`src/rtl/zx_key_injector_if.sv`:
```
// zx_key_injector_if: host/CPU-side bundle of the ZX keystroke injector.
//   master: host/loader side (drives memory writes, start/abort, row_sel)
//   slave : injector side (drives keys, kb_data, busy, done, cur_index)
// Ports: wr_en/wr_addr/wr_data (sequence memory write), seq_len, start, abort,
//        row_sel (CPU row select), kb_data (column read), keys (matrix),
//        busy, done, cur_index.
interface zx_key_injector_if #(
  parameter int unsigned ROWS = 8,
  parameter int unsigned COLS = 5,
  parameter int unsigned AW   = 7
);
  logic                 wr_en;
  logic [AW-1:0]        wr_addr;
  logic [15:0]          wr_data;
  logic [AW:0]          seq_len;
  logic                 start;
  logic                 abort;
  logic [ROWS-1:0]      row_sel;
  logic [COLS-1:0]      kb_data;
  logic [ROWS*COLS-1:0] keys;
  logic                 busy;
  logic                 done;
  logic [AW-1:0]        cur_index;

  modport master (
    output wr_en, wr_addr, wr_data, seq_len, start, abort, row_sel,
    input  kb_data, keys, busy, done, cur_index
  );

  modport slave (
    input  wr_en, wr_addr, wr_data, seq_len, start, abort, row_sel,
    output kb_data, keys, busy, done, cur_index
  );
endinterface

```
`src/rtl/zx_key_injector.sv`:
```
// zx_key_injector: plays a host-loaded table of key codes into an active-low
// ROWS x COLS ZX Spectrum keyboard matrix with programmable press/release
// durations, and serves the matrix to the CPU as a row-select/column-read port.
// Ports: clk, reset (async active-low), bus (zx_key_injector_if.slave).
// Entry format: [15:8] row, [7] pause, [6] caps shift, [5] symbol shift,
//               [4:0] active-low column mask.
// Optional: define ZX_KEY_INJECTOR_AUTOSTART_EN to leave reset in WAIT and
//           start automatically after START_CYC clocks.
module zx_key_injector #(
  parameter int unsigned ROWS        = 8,
  parameter int unsigned COLS        = 5,
  parameter int unsigned DEPTH       = 128,
  parameter int unsigned AW          = $clog2(DEPTH),
  parameter int unsigned PRESS_CYC   = 2700000,
  parameter int unsigned RELEASE_CYC = 2700000,
  parameter int unsigned START_CYC   = 81000000
) (
  input  logic             clk,
  input  logic             reset,
  zx_key_injector_if.slave bus
);

  localparam int unsigned   LW      = AW + 1;
  localparam int unsigned   KW      = ROWS * COLS;
  localparam logic [LW-1:0] DEPTH_L = LW'(DEPTH);
  localparam logic [KW-1:0] KEYS_UP = '1;

  typedef enum logic [2:0] {
    S_IDLE, S_WAIT, S_FETCH, S_LOAD, S_PRESS, S_RELEASE, S_DONE
  } state_t;

`ifdef ZX_KEY_INJECTOR_AUTOSTART_EN
  localparam state_t RESET_STATE = S_WAIT;
`else
  localparam state_t RESET_STATE = S_IDLE;
`endif

  state_t          r_state, w_state;
  logic [31:0]     r_timer, w_timer;
  logic [LW-1:0]   r_len, w_len;
  logic [AW-1:0]   r_index, w_index;
  logic [KW-1:0]   r_keys, w_keys;
  logic            r_busy, r_done;
  logic [15:0]     r_mem [DEPTH];
  logic [15:0]     r_rd_data;
  logic [LW-1:0]   w_len_clamped;
  logic            w_go;
  logic [KW-1:0]   w_entry_keys;
  logic [COLS-1:0] w_kb;

  assign w_len_clamped = (bus.seq_len > DEPTH_L) ? DEPTH_L : bus.seq_len;

  // Sequence memory: host writes only while idle; read port is registered.
  always_ff @(posedge clk) begin
    if (bus.wr_en && (r_state == S_IDLE)) r_mem[bus.wr_addr] <= bus.wr_data;
    r_rd_data <= r_mem[r_index];
  end

  // Decode the fetched entry into a full matrix image.
  always_comb begin
    w_entry_keys = KEYS_UP;
    for (int unsigned r = 0; r < ROWS; r++) begin
      if (r_rd_data[15:8] == 8'(r)) begin
        for (int unsigned c = 0; c < COLS; c++) begin
          if (c < 5) w_entry_keys[r*COLS + c] = r_rd_data[c];
        end
      end
    end
    if (r_rd_data[6]) w_entry_keys[0] = 1'b0;                // caps shift
    if (r_rd_data[5]) w_entry_keys[(ROWS-1)*COLS + 1] = 1'b0; // symbol shift
    if (r_rd_data[7]) w_entry_keys = KEYS_UP;                 // pause slot
  end

  // Start request: explicit start in IDLE (abort wins), or start/timeout in WAIT.
  assign w_go = ((r_state == S_IDLE) && bus.start && !bus.abort) ||
                ((r_state == S_WAIT) && (bus.start || (r_timer == 32'(START_CYC))));

  // Next-state and next-output logic.
  always_comb begin
    w_state = r_state;
    w_len   = r_len;
    w_index = r_index;
    w_keys  = r_keys;
    case (r_state)
      S_IDLE, S_WAIT: begin
        if (w_go) begin
          w_len = w_len_clamped;
          if (w_len_clamped == '0) begin
            w_state = S_DONE;
          end else begin
            w_index = '0;
            w_state = S_FETCH;
          end
        end
      end
      S_FETCH: w_state = S_LOAD;
      S_LOAD: begin
        w_keys  = w_entry_keys;
        w_state = S_PRESS;
      end
      S_PRESS: begin
        if (r_timer == 32'(PRESS_CYC - 1)) begin
          w_keys  = KEYS_UP;
          w_state = S_RELEASE;
        end
      end
      S_RELEASE: begin
        if (r_timer == 32'(RELEASE_CYC - 1)) begin
          if ((LW'(r_index) + LW'(1)) < r_len) begin
            w_index = r_index + AW'(1);
            w_state = S_FETCH;
          end else begin
            w_state = S_DONE;
          end
        end
      end
      S_DONE:  w_state = S_IDLE;
      default: w_state = S_IDLE;
    endcase
    if ((r_state != S_IDLE) && bus.abort) begin
      w_state = S_IDLE;
      w_keys  = KEYS_UP;
    end
    // Timer restarts from zero on every state entry.
    w_timer = (w_state != r_state) ? 32'd0 : r_timer + 32'd1;
  end

  // State and registered outputs.
  always_ff @(posedge clk or negedge reset) begin
    if (!reset) begin
      r_state <= RESET_STATE;
      r_timer <= '0;
      r_len   <= '0;
      r_index <= '0;
      r_keys  <= KEYS_UP;
      r_busy  <= 1'b0;
      r_done  <= 1'b0;
    end else begin
      r_state <= w_state;
      r_timer <= w_timer;
      r_len   <= w_len;
      r_index <= w_index;
      r_keys  <= w_keys;
      r_busy  <= (w_state != S_IDLE);
      r_done  <= (w_state == S_DONE);
    end
  end

  // CPU column read: AND of every selected row, all ones when none selected.
  always_comb begin
    w_kb = '1;
    for (int unsigned r = 0; r < ROWS; r++) begin
      if (!bus.row_sel[r]) w_kb = w_kb & r_keys[r*COLS +: COLS];
    end
  end

  assign bus.kb_data   = w_kb;
  assign bus.keys      = r_keys;
  assign bus.busy      = r_busy;
  assign bus.done      = r_done;
  assign bus.cur_index = r_index;

endmodule

```
`src/flat_wrapper.sv`:
```
// flat-port wrapper written by rule: the top's interface ports become plain ports
module zx_key_injector_flat 
#(
  parameter int unsigned ROWS        = 8,
  parameter int unsigned COLS        = 5,
  parameter int unsigned DEPTH       = 128,
  parameter int unsigned AW          = $clog2(DEPTH),
  parameter int unsigned PRESS_CYC   = 2700000,
  parameter int unsigned RELEASE_CYC = 2700000,
  parameter int unsigned START_CYC   = 81000000
)
  (clk, reset, bus_wr_en, bus_wr_addr, bus_wr_data, bus_seq_len, bus_start, bus_abort, bus_row_sel, bus_kb_data, bus_keys, bus_busy, bus_done, bus_cur_index);
  zx_key_injector_if #(.ROWS(ROWS), .COLS(COLS), .AW(AW)) bus_i ();
  input  logic clk;
  input  logic reset;
  input wire logic [$bits(bus_i.wr_en)-1:0] bus_wr_en;
  input wire logic [$bits(bus_i.wr_addr)-1:0] bus_wr_addr;
  input wire logic [$bits(bus_i.wr_data)-1:0] bus_wr_data;
  input wire logic [$bits(bus_i.seq_len)-1:0] bus_seq_len;
  input wire logic [$bits(bus_i.start)-1:0] bus_start;
  input wire logic [$bits(bus_i.abort)-1:0] bus_abort;
  input wire logic [$bits(bus_i.row_sel)-1:0] bus_row_sel;
  output wire logic [$bits(bus_i.kb_data)-1:0] bus_kb_data;
  output wire logic [$bits(bus_i.keys)-1:0] bus_keys;
  output wire logic [$bits(bus_i.busy)-1:0] bus_busy;
  output wire logic [$bits(bus_i.done)-1:0] bus_done;
  output wire logic [$bits(bus_i.cur_index)-1:0] bus_cur_index;
  assign bus_i.wr_en = bus_wr_en;
  assign bus_i.wr_addr = bus_wr_addr;
  assign bus_i.wr_data = bus_wr_data;
  assign bus_i.seq_len = bus_seq_len;
  assign bus_i.start = bus_start;
  assign bus_i.abort = bus_abort;
  assign bus_i.row_sel = bus_row_sel;
  assign bus_kb_data = bus_i.kb_data;
  assign bus_keys = bus_i.keys;
  assign bus_busy = bus_i.busy;
  assign bus_done = bus_i.done;
  assign bus_cur_index = bus_i.cur_index;
  zx_key_injector #(.ROWS(ROWS), .COLS(COLS), .DEPTH(DEPTH), .AW(AW), .PRESS_CYC(PRESS_CYC), .RELEASE_CYC(RELEASE_CYC), .START_CYC(START_CYC)) u_core (.clk(clk), .reset(reset), .bus(bus_i));
endmodule
```
`config.mk`:
```
export PLATFORM = sky130hd
export DESIGN_NAME = zx_key_injector_flat
export DESIGN_NICKNAME = d
export VERILOG_FILES = /design/src/rtl/zx_key_injector_if.sv /design/src/rtl/zx_key_injector.sv /design/src/flat_wrapper.sv
export SDC_FILE = /design/constraint.sdc
export NUM_CORES = 2
export LEC_CHECK = 0
export ABC_AREA = 1
export CAP_MARGIN = 20
export CORE_MARGIN = 2
export CORE_UTILIZATION = 35
export DETAILED_ROUTE_END_ITERATION = 12
export GPL_TIMING_DRIVEN = 0
export PLACE_DENSITY_LB_ADDON = 0.25
export REMOVE_ABC_BUFFERS = 1
export SYNTH_ARGS = -nofsm -noshare
export SYNTH_HDL_FRONTEND = slang
export SYNTH_SLANG_ARGS = --single-unit
```
`constraint.sdc`:
```
create_clock -name clk -period 8.5 [get_ports clk]
set_input_delay 0.85 -clock clk [delete_from_list [all_inputs] [get_ports clk]]
set_output_delay 0.85 -clock clk [all_outputs]
set_load 0.005 [all_outputs]
```
==> summary.txt <==
Outcome
  • Status: finished, final reports clean

Global routing
  • Initial antenna violation count: 11
  • First-pass GRT wire length: 353000 µm
  • Residual overflow from global routing: 0
  • Vias in the first global route: 51.1k
  • GRT Resource Usage Total: 19.0%
  • Largest net degree at the start of global routing: 146

Setup path
  • CP Max Fanout: 100
  • Reg-to-reg endpoint: u_core.r_rd_data[1]
  • Crit path launch type: flip-flop
  • R2r setup slk: 3.83 ns
  • Crit Path Class: flip-flop to flip-flop
  • Cells along the critical path: buf_12 -> inv_8 -> buf_16 -> nor2_4 -> buf_12 -> buf_12 -> buf_12 -> a21oi_1 -> o211ai_1 -> nand3_1 -> nand3_1 -> nand3_1 -> nand2_1
  • CP Capture Type: flip-flop
  • Worst r2r path cells: 13
  • Crit-path max cell delay: 0.65 ns
  • CP arrival: 5.43 ns
  • Worst r2r src: u_core.bus.cur_index[2]
  • Worst setup path start: u_core.bus.cur_index[2]
  • WP data required: 9.26 ns
  • Crit-path most repeated cell: buf_12
  • Slowest CP cell: dfrtp_2

Yosys
  • Leading area contributor after synthesis: edfxtp_1
  • Synth async-reset ratio: 4.27%
  • Commonest cells in the netlist: edfxtp_1, nand2_1, nor2_1, o21ai_0, nand3_1
  • Synth top area cells: edfxtp_1, nand2_1, nor2_1, o21ai_0, mux2i_1
  • Ys flop type: edfxtp_1
  • Number of synthesized register bits: 2156
  • Synth top area share: 71.2%
  • Avg Inst Size Synth: 13.1 µm²
  • Post-synth EDFFs: 2048
  • Cell with the most instances after synthesis: edfxtp_1
  • Yosys warns: 0
  • Seq/Total Area, Yosys: 74.3%
  • Synth cell types: 42
  • Synth Cell Area: 86400 µm²
  • Gate Count Post-Synth: 6618

Detailed routing
  • Metal2 WL: 115000 µm
  • DR pass1 iterations: 6
  • DR vias: 53.5k
  • Metal3 WL: 15500 µm
  • Remaining antenna violation count: 0
  • Initial drt markers: 5383
  • M1 wire length: 105000 µm
  • Vias per std cell: 5.27
  • Routed WL: 243000 µm
  • Highest metal used: met4
  • Routed WL per cell: 24.0 µm
  • Remaining DRCs: 0

CTS
  • Clk pin slew, worst setup/hold paths: 0.06 ns
  • Clock buffer count from CTS: 218
  • Num Clock Sinks: 2156
  • CTS H-tree lvls: 4
  • CTS max path bufs: 3
  • CTS root buffer: clkbuf_16
  • Worst-Skew Late Latency: 0.88 ns
  • Post-CTS Repair Setup Buffers: 0
  • Cts hold-fix bufs: 1
  • TritonCTS clock tree: yes
  • CTS resizes: 0

Layout
  • Finished Layout Cells: 10.1k
  • Layout cells sized above 1: 11.4%
  • Nets: 6781
  • Final core utilization: 41.1%
  • Synthesis-to-finish area growth: 16.9%

STA
  • Fin. Hold Viols: 0
  • Final min period: 4.67 ns
  • Period utilisation layout: 54.9%
  • Worst-margin pin slew: 1.00 ns
  • Hold WS: 0.382 ns
  • Relative slew margins: 33.4%
  • RSZ-0062 raised after global routing: no
  • Setup violations, final: 0
  • Final worst-path setup slack: 3.83 ns
  • Clock Skew: 0.0623 ns
  • Fmax: 0.214 GHz
  • Final Slew Violations: 0

Min path
  • Hold Crit Depth: 1
  • Hold Crit Endpoint: u_core.r_mem[118][10]
  • Min-delay src: bus_wr_data[10]
  • Hold Crit Class: input pin to flip-flop

Power and ir drop
  • Pwr Total: 23500 µW
  • PwrDens: 232 nW/µm²
  • Lkg Pwr: 0.0336 µW
  • Worst vdd ir: 278 µV

Floorplanning
  • Die Height: 501 µm
  • Rows: 182
  • Die width: 501 µm
  • Top Ports: 98
  • Die area: 251000 µm²
  • Core area: 246000 µm²
  • Initial Util: 35.2%

Placed design
  • Port bufs: 97
  • Routability Congestion: 0.807
  • Detail Placement HPWL: 146000 µm
  • Dpl ws: 3.95 ns
  • Dpl cells: 9725

Run
  • Number of max-cap violations: 0
[cell usage in the layout, fill, tap and decap left out, types with 25 or more instances in the layout]
cell type / netlist / routed
a21oi_1: 267 / 267
inv_1: 95 / 94
dfstp_2: 40 / 40
o22ai_1: 271 / 271
xor2_1: 25 / 25
buf_8: 0 / 113
a31oi_1: 38 / 38
clkinv_1: 2 / 47
nand3_1: 295 / 293
clkdlybuf4s50_1: 0 / 80
nor2_1: 739 / 611
nor2_2: 36 / 163
nand2_1: 1154 / 1147
mux2i_1: 247 / 247
dfrtp_1: 52 / 46
clkbuf_1: 257 / 48
buf_16: 0 / 69
o21ai_0: 532 / 532
clkinv_2: 0 / 45
edfxtp_1: 2048 / 2048
o211ai_1: 247 / 247
clkbuf_16: 0 / 222
[logic make-up after synthesis]
| logic type | after synthesis | share of synthesized area (%) |
|---|---|---|
| adders and majority gates | 10 | 0.145 |
| muxes | 247 | 2.86 |
| xor gates and xnor gates | 28 | 0.284 |
| DFF | 2156 | 74.3 |
| buffers and inverters | 525 | 2.67 |
| AOI/OAI and AO/OA | 1364 | 9.08 |
| and+or+nand+nor | 2288 | 10.7 |
[stage by stage]
stage | cell area, µm² | setup TNS (ns)
floorplan | 84500 | -1321.98
global placement | 89500 | -3311.11
detailed placement | 94000 | 0
CTS | 101000 | 0
global route | 101000 | 0
finish | 101000 | 0
[metal layers]
metal  GRT usage, %  vias up
met1           26.0    26900
met5              0        -
met2           30.8     1653
li1               -    24500
met4           5.98        0
met3           3.00      338
[registers in the layout, indices dropped and copies added (netlist names)]
name                  count
u_core.bus.keys          40
u_core.bus.busy           1
u_core.r_state            3
u_core.r_rd_data         16
u_core.r_len              8
u_core.bus.cur_index      7
u_core.bus.done           1
u_core.r_timer           32
u_core.r_mem           2048
[area by class of cell]
type,count,area [µm²]
Clock buffer,281,5870
Tap cell,3220,4030
Multi-Input combinational cell,3937,20300
Inverter,107,432
Clock inverter,126,1090
Sequential cell,2156,64200
Fill cell,22400,145000
Antenna cell,3,7.51
Timing Repair Buffer,307,5080
[report_power, final]
group	switching [µW]	total (µW)	internal, µW	leakage, µW
Sequential	62.2	11800	11700	0.0197
Combinational	1640	2350	707	0.0106
Clock	4120	9340	5220	0.00340
Total	5820	23500	17600	0.0336
[how the worst max path moves through the flow]
stage | endpoint | slack [ns] | cells after the start
after global routing | u_core.r_timer[20] | 3.58 | 14
after floorplan | u_core.r_rd_data[0] | -44.47 | 9
after global placement | u_core.r_rd_data[1] | -127.78 | 9
after CTS | u_core.r_rd_data[3] | 3.94 | 13
after detailed placement | u_core.r_rd_data[3] | 3.95 | 13
final | u_core.r_rd_data[1] | 3.83 | 13
[critical path, delay by kind of cell (launching register included)]
family	cells	cell delay (ns)
buffers and inverters	6	1.52
AO/OA/AOI/OAI	2	0.30
AND/OR/NAND/NOR	5	1.85
flip-flops	1	0.65
(Power assumes the default switching activity.)
